$ cat config.mk
export PLATFORM = sky130hd
export DESIGN_NAME = uart_tx_word
export DESIGN_NICKNAME = d
export VERILOG_FILES = /design/src/rtl/uart_tx_pkg.sv /design/src/rtl/sync_fifo_word.sv /design/src/rtl/uart_tx_word.sv
export SDC_FILE = /design/constraint.sdc
export NUM_CORES = 1
export LEC_CHECK = 0
export CELL_PAD_IN_SITES_DETAIL_PLACEMENT = 1
export CELL_PAD_IN_SITES_GLOBAL_PLACEMENT = 2
export CORE_MARGIN = 1
export CORE_UTILIZATION = 41
export DETAILED_ROUTE_END_ITERATION = 8
export MAX_ROUTING_LAYER = met4
export PLACE_DENSITY_LB_ADDON = 0.3
export SLEW_MARGIN = 10
export SYNTH_ARGS = -nofsm -noshare
export SYNTH_HDL_FRONTEND = slang
export SYNTH_SLANG_ARGS = --single-unit
$ cat constraint.sdc
create_clock -name tx_clk_in -period 19.7 [get_ports tx_clk_in]
set_clock_uncertainty 0.2 [all_clocks]
set_input_delay 2.955 -clock tx_clk_in [delete_from_list [all_inputs] [get_ports tx_clk_in]]
set_output_delay 2.955 -clock tx_clk_in [all_outputs]
set_load 0.005 [all_outputs]
$ cat src/rtl/uart_tx_pkg.sv
// uart_tx_pkg: state encoding and divisor constants shared by the word UART transmitter
package uart_tx_pkg;
  typedef enum logic [2:0] {
    IDLE   = 3'd0,
    START  = 3'd1,
    DATA   = 3'd2,
    PARITY = 3'd3,
    STOP   = 3'd4,
    HOLD   = 3'd5
  } state_t;
  localparam int MIN_DIV = 2;
  localparam int DIV_1M  = 200;
endpackage

$ cat src/rtl/sync_fifo_word.sv
// sync_fifo_word: single-clock word FIFO with occupancy count, first word presented on dout_o
module sync_fifo_word #(
  parameter int DATA_W     = 32,
  parameter int FIFO_DEPTH = 16,
  localparam int AW        = $clog2(FIFO_DEPTH)
) (
  input  logic              clk,
  input  logic              rst,
  input  logic [DATA_W-1:0] din_i,
  input  logic              wr_en_i,
  input  logic              rd_en_i,
  output logic [DATA_W-1:0] dout_o,
  output logic              full_o,
  output logic              empty_o,
  output logic              overflow_o,
  output logic [AW:0]       level_o
);
  logic [DATA_W-1:0] mem_q [FIFO_DEPTH];
  logic [AW-1:0] wr_q, rd_q;
  logic [AW:0] level_q;
  logic push, pop;
  assign full_o = level_q == (AW+1)'(FIFO_DEPTH);
  assign empty_o = level_q == '0;
  assign level_o = level_q;
  assign overflow_o = wr_en_i && full_o;
  assign push = wr_en_i && !full_o;
  assign pop = rd_en_i && !empty_o;
  assign dout_o = mem_q[rd_q];
  always_ff @(posedge clk or posedge rst)
    if (rst) begin
      for (int i = 0; i < FIFO_DEPTH; i++) mem_q[i] <= '0;
      wr_q <= '0;
      rd_q <= '0;
      level_q <= '0;
    end else begin
      if (push) begin
        mem_q[wr_q] <= din_i;
        wr_q <= wr_q + 1'b1;
      end
      if (pop) rd_q <= rd_q + 1'b1;
      level_q <= level_q + (AW+1)'(push) - (AW+1)'(pop);
    end
endmodule

$ cat src/rtl/uart_tx_word.sv
// uart_tx_word: FIFO-fed UART transmitter sending each word as LSB-first framed bytes.
// Define UART_TX_PARITY_EN to add a parity bit after each data byte.
module uart_tx_word import uart_tx_pkg::*; #(
  parameter int DATA_W     = 32,
  parameter int FIFO_DEPTH = 16,
  parameter int DIV_W      = 16,
  parameter int STOP_BITS  = 1,
  parameter int PARITY_ODD = 0,
  localparam int LW        = $clog2(FIFO_DEPTH) + 1
) (
  input  logic              tx_clk_in,
  input  logic              rst,
  input  logic [DATA_W-1:0] din,
  input  logic              wr_en,
  output logic              full,
  output logic              empty,
  output logic [LW-1:0]     level,
  output logic              overflow,
  input  logic              rx_fifo_full_in,
  input  logic [DIV_W-1:0]  baud_div,
  output logic              serial_out,
  output logic              busy
);
  localparam int BYTES = DATA_W / 8;
  localparam int BW = BYTES > 1 ? $clog2(BYTES) : 1;
  state_t state_q;
  logic [DATA_W-1:0] sh_q, fifo_dout;
  logic [DIV_W-1:0] div_q, cnt_q;
  logic [2:0] bit_q;
  logic [BW-1:0] byte_q;
  logic tx_q, busy_q, tick, last_stop, word_end, pop;
`ifdef UART_TX_PARITY_EN
  logic par_q;
`endif
  sync_fifo_word #(.DATA_W(DATA_W), .FIFO_DEPTH(FIFO_DEPTH)) u_fifo (
    .clk(tx_clk_in), .rst(rst), .din_i(din), .wr_en_i(wr_en), .rd_en_i(pop),
    .dout_o(fifo_dout), .full_o(full), .empty_o(empty), .overflow_o(overflow), .level_o(level)
  );
  assign tick = cnt_q == div_q - 1'b1;
  assign last_stop = state_q == STOP && tick && bit_q == 3'(STOP_BITS - 1);
  assign word_end = last_stop && byte_q == BW'(BYTES - 1);
  // next word may pop on the very edge that ends the previous word's last stop bit
  assign pop = !empty && !rx_fifo_full_in && (state_q == IDLE || word_end);
  assign serial_out = tx_q;
  assign busy = busy_q;
  // data bits leave via a right shift, so the next byte sits at sh_q[7:0] after bit7
  always_ff @(posedge tx_clk_in or posedge rst)
    if (rst) begin
      state_q <= IDLE;
      sh_q <= '0;
      div_q <= DIV_W'(MIN_DIV);
      cnt_q <= '0;
      bit_q <= '0;
      byte_q <= '0;
      tx_q <= 1'b1;
      busy_q <= 1'b0;
`ifdef UART_TX_PARITY_EN
      par_q <= 1'b0;
`endif
    end else begin
      cnt_q <= (tick || state_q == IDLE || state_q == HOLD) ? '0 : cnt_q + 1'b1;
      if (pop) begin
        state_q <= START;
        sh_q <= fifo_dout;
        div_q <= baud_div < DIV_W'(MIN_DIV) ? DIV_W'(MIN_DIV) : baud_div;
        byte_q <= '0;
        tx_q <= 1'b0;
        busy_q <= 1'b1;
      end else case (state_q)
        START: if (tick) begin
          state_q <= DATA;
          bit_q <= '0;
          tx_q <= sh_q[0];
`ifdef UART_TX_PARITY_EN
          par_q <= sh_q[0];
`endif
        end
        DATA: if (tick) begin
          sh_q <= sh_q >> 1;
          if (bit_q == 3'd7) begin
`ifdef UART_TX_PARITY_EN
            state_q <= PARITY;
            tx_q <= par_q ^ 1'(PARITY_ODD);
`else
            state_q <= STOP;
            tx_q <= 1'b1;
            bit_q <= '0;
`endif
          end else begin
            bit_q <= bit_q + 1'b1;
            tx_q <= sh_q[1];
`ifdef UART_TX_PARITY_EN
            par_q <= par_q ^ sh_q[1];
`endif
          end
        end
`ifdef UART_TX_PARITY_EN
        PARITY: if (tick) begin
          state_q <= STOP;
          tx_q <= 1'b1;
          bit_q <= '0;
        end
`endif
        STOP: if (tick) begin
          if (!last_stop) bit_q <= bit_q + 1'b1;
          else if (word_end) begin
            state_q <= IDLE;
            busy_q <= 1'b0;
          end else begin
            byte_q <= byte_q + 1'b1;
            state_q <= rx_fifo_full_in ? HOLD : START;
            tx_q <= rx_fifo_full_in;
          end
        end
        HOLD: if (!rx_fifo_full_in) begin
          state_q <= START;
          tx_q <= 1'b0;
        end
        default: ;
      endcase
    end
endmodule

==> results.txt <==
The flow ran to the end, and the final reports show no timing, DRC or antenna violations. Power spread over the standard cell area amounts to 156.7 nW/um^2. Summing every instance area after synthesis gives ~28,000 um^2.

In this run, post-CTS hold repair placed 0 buffers. The initial standard-cell utilization of the core came out at 41.50%. The sequential cell area fraction in the yosys report came out at between 50% and 60%. Setup repair after global routing left no endpoint under its margin.

The average footprint of a synthesized cell came out at 13.74 um^2. The launch instance of the worst min-delay path is u_fifo.mem_q[439]. The number of H-tree levels came out at 3.

The CTS buffer count came out at 67. From left edge to right edge, the die measures 262.7 um. The via density per instance is 5.707.

The average wire per standard cell came out at between 20 and 25 um. The endpoint identified for the worst register-to-register timing path is u_fifo.level_o[4]. The final sum of negative setup slack came out at 0 ns.

Data arrives at the worst endpoint at slightly above 4 ns. The final cell utilization of the core came out at 46.68%. Broken down by cell family, the worst path's largest delay share belongs to buffers and inverters. For this run, the top clock speed supported by timing is 138.8 MHz. Routability-driven placement finished with a final weighted congestion of 0.7570. In this run the remaining antenna-violating nets after routing total 0. Walking the worst path, the cells encountered are clkdlybuf4s50_1 > and2_1 > clkdlybuf4s50_1. The count of buffers added by post-CTS timing repair for setup is 0. The setup violation total in the final timing report is 0. The clock period minus worst slack is 7.207 ns. The worst setup path is of the in2out kind. The count of input and output buffers came out at between 60 and 70. The most numerous cell type found on the critical path is sky130_fd_sc_hd__clkdlybuf4s50_1. The terminating pin of the worst hold path is u_fifo.mem_q[439]. TritonCTS built the clock tree.

The post-synthesis instance total came out at 2,028. Including well taps, the total number of placed cells is 2,843. The most frequently used flop master after synthesis is sky130_fd_sc_hd__dfrtp_1. The worst-case headroom to the max-slew limit is 23.18%. The analysis attributes to cell leakage a power of 13.86 nW. The clock passes through at most 3 buffers. CTS placed an instance of sky130_fd_sc_hd__clkbuf_16 at the clock tree root. The remaining design rule violation count came out at 0.

Leaving out fill and tap cells, the most frequent cells in the layout are sky130_fd_sc_hd__dfrtp_1, sky130_fd_sc_hd__mux2_2, sky130_fd_sc_hd__mux2i_1, sky130_fd_sc_hd__o21ai_0, sky130_fd_sc_hd__a21oi_1. The placeable core region came out at 67,160 um^2. The final wirelength came out at 72,510 um. The first-pass iteration count of the detailed router is 6. The number of warnings printed during yosys synthesis came out at 0. The share of async-settable or async-resettable flops after synthesis came out at 100.0%. The reg-to-reg startpoint is div_q[2]. Once layout is complete, the cells apart from fillers number 2,960. The number of vias after detailed routing is 16,890. The number of synthesized flops with an enable pin is 0. The I/O pin count came out at 62. The post-DP HPWL came out at between 40,000 and 50,000 um. Leaving out fill and tap cells, the most frequent cell in the layout is sky130_fd_sc_hd__dfrtp_1.

The combined global-route utilization of all metal layers came out at 22.36%. After the first detailed-routing iteration, the DRC count stood at between 700 and 800. The cell depth of the worst hold path is 1. In the finished design, the share of the clock period the worst path needs comes to 36.58%. The die outline area came out at 69,020 um^2.

The worst setup path is captured at an output pin. For this design, the sink count on the clock tree is about 600. The floorplan die height is 262.7 um.

The initial antenna violation count is 3. For this run the aggregate overflow at the end of global routing stands at 0. The actual slew at the worst max-slew pin is approximately 1.1 ns. STA puts the critical path data required time at 16.55 ns. The post-cts repair resize count came out at 0. The number of cells on the worst reg-to-reg path is 18. The minimum setup slack among reg-to-reg paths came out at 15.20 ns. The slowest stage of the critical path belongs to the cell sky130_fd_sc_hd__clkdlybuf4s50_1. The fraction of final layout cells sized beyond drive strength 1 came out at a little under two fifths. The number of max-slew violations in the final report is 0.

The worst vdd rail ir drop came out at around 66 uV. The via count of the first global-routing pass is 19,130. The worst setup path is launched from a primary input. For this run, the post-layout net count is about 2,100.

Counting both buffers and inverters, the worst setup path holds a total of 2. The total count of hold-check failures in the final report came out at 0. For this run, the slowest stage of the critical path takes 0.50 ns. The number of register bits inferred by synthesis is 599. The maximum number of pins on one net before global-route repair came out at 82. The count of max-cap constraint violations came out at 0. When the netlist entered floorplanning its net count stood at about 2,100. The clock latency of the later-clocked register in the worst-skew pair came out at 0.59 ns. The relative area change from synthesis to final layout is 12.50%. Synthesis instantiated 66 different standard cells from the library. The maximum net fanout on the critical path is 2. The floorplan row count came out at 95. The class of the tightest hold or removal check is reg2reg.

Clock-pin slew was measured on the worst setup and hold paths at 0.06 ns. The first global-routing pass estimated ~120,000 um of wire.
-- logic make-up after synthesis --
family,after synthesis,share of synthesized area [%]
simple gates,197,3.776
compound gates,239,5.289
fa+ha+maj,18,0.8351
mux,750,32.32
buf+inv,178,2.505
xor+xnor,47,1.477
flops,599,53.80
-- layout make-up --
cell class                 count  area (um^2)
fill                        6573        35810
timing repair buffer          97        880.8
tap                          873         1092
clock inverter                16        115.1
multi-input combinational   1251        12230
sequential                   599        15000
clock buffer                 100         1933
inverter                      23        90.09
antenna                        1        2.502
-- report_power, final --
| part | switching, mW | internal [mW] | leakage [nW] |
|---|---|---|---|
| logic | 0.642 | 0.916 | 5.47 |
| registers | 0.360 | 1.80 | 7.38 |
| clock network | 0.499 | 0.691 | 1.01 |
| total | 1.50 | 3.41 | 13.9 |
-- metal layers --
layer,wire length (um),up-vias,track usage [%]
met1,32280,9110,28.75
li1,-,7450,-
met3,2451,100,3.158
met2,36300,232,37.06
met5,0,-,-
met4,1473,0,6.025
-- Yosys cell counts, types with 3 or more instances --
library cell	number	share of area, %
sky130_fd_sc_hd__a22oi_1	33	0.89
sky130_fd_sc_hd__xnor2_1	24	0.75
sky130_fd_sc_hd__nand2b_1	4	0.090
sky130_fd_sc_hd__mux2_2	549	22
sky130_fd_sc_hd__nand2_1	54	0.73
sky130_fd_sc_hd__buf_4	3	0.081
sky130_fd_sc_hd__nand3_1	16	0.29
sky130_fd_sc_hd__nor2_1	38	0.51
sky130_fd_sc_hd__a221oi_1	32	1.0
sky130_fd_sc_hd__and2_1	3	0.067
sky130_fd_sc_hd__nor4_1	6	0.13
sky130_fd_sc_hd__and3_1	38	0.85
sky130_fd_sc_hd__nor3_1	8	0.14
sky130_fd_sc_hd__xor2_1	23	0.72
sky130_fd_sc_hd__mux2_1	10	0.40
sky130_fd_sc_hd__inv_1	22	0.30
sky130_fd_sc_hd__buf_2	9	0.16
sky130_fd_sc_hd__clkbuf_1	81	1.1
sky130_fd_sc_hd__a21oi_1	71	1.3
sky130_fd_sc_hd__ha_1	17	0.76
sky130_fd_sc_hd__o21ai_0	79	1.4
sky130_fd_sc_hd__nor2b_1	4	0.090
sky130_fd_sc_hd__nand4_1	5	0.11
sky130_fd_sc_hd__mux4_2	64	5.2
sky130_fd_sc_hd__buf_1	61	0.82
sky130_fd_sc_hd__mux2i_1	127	4.6
sky130_fd_sc_hd__dfrtp_1	597	54
-- worst max-delay path by stage --
stage,start,end,slack [ns],cells past startpoint
2_1_floorplan,rst,bit_q[0],8.38,1
6_report,wr_en,overflow,12.49,3
5_1_grt,wr_en,overflow,12.43,3
4_1_cts,wr_en,overflow,12.48,3
3_3_place_gp,wr_en,overflow,12.48,3
3_5_place_dp,wr_en,overflow,12.48,3
-- state kept, by name (all words and copies together) (netlist names) --
signal	flops
bit_q	3
serial_out	1
busy	1
byte_q	2
u_fifo.rd_q	4
cnt_q	16
u_fifo.wr_q	4
u_fifo.mem_q	512
state_q	3
sh_q	32
div_q	16
u_fifo.level_o	5
-- stage by stage --
step	power (mW)	worst slack, ns	hold WS [ns]	cell area (um^2)
after floorplan	3.330	8.377	0.2681	27870
after global placement	3.633	12.48	0.2814	29300
after detailed placement	3.756	12.48	0.2881	29300
after CTS	4.973	12.48	0.3007	31350
after global routing	5.221	12.43	0.3067	31350
final	4.912	12.49	0.3005	31350
(Power assumes the default switching activity.)
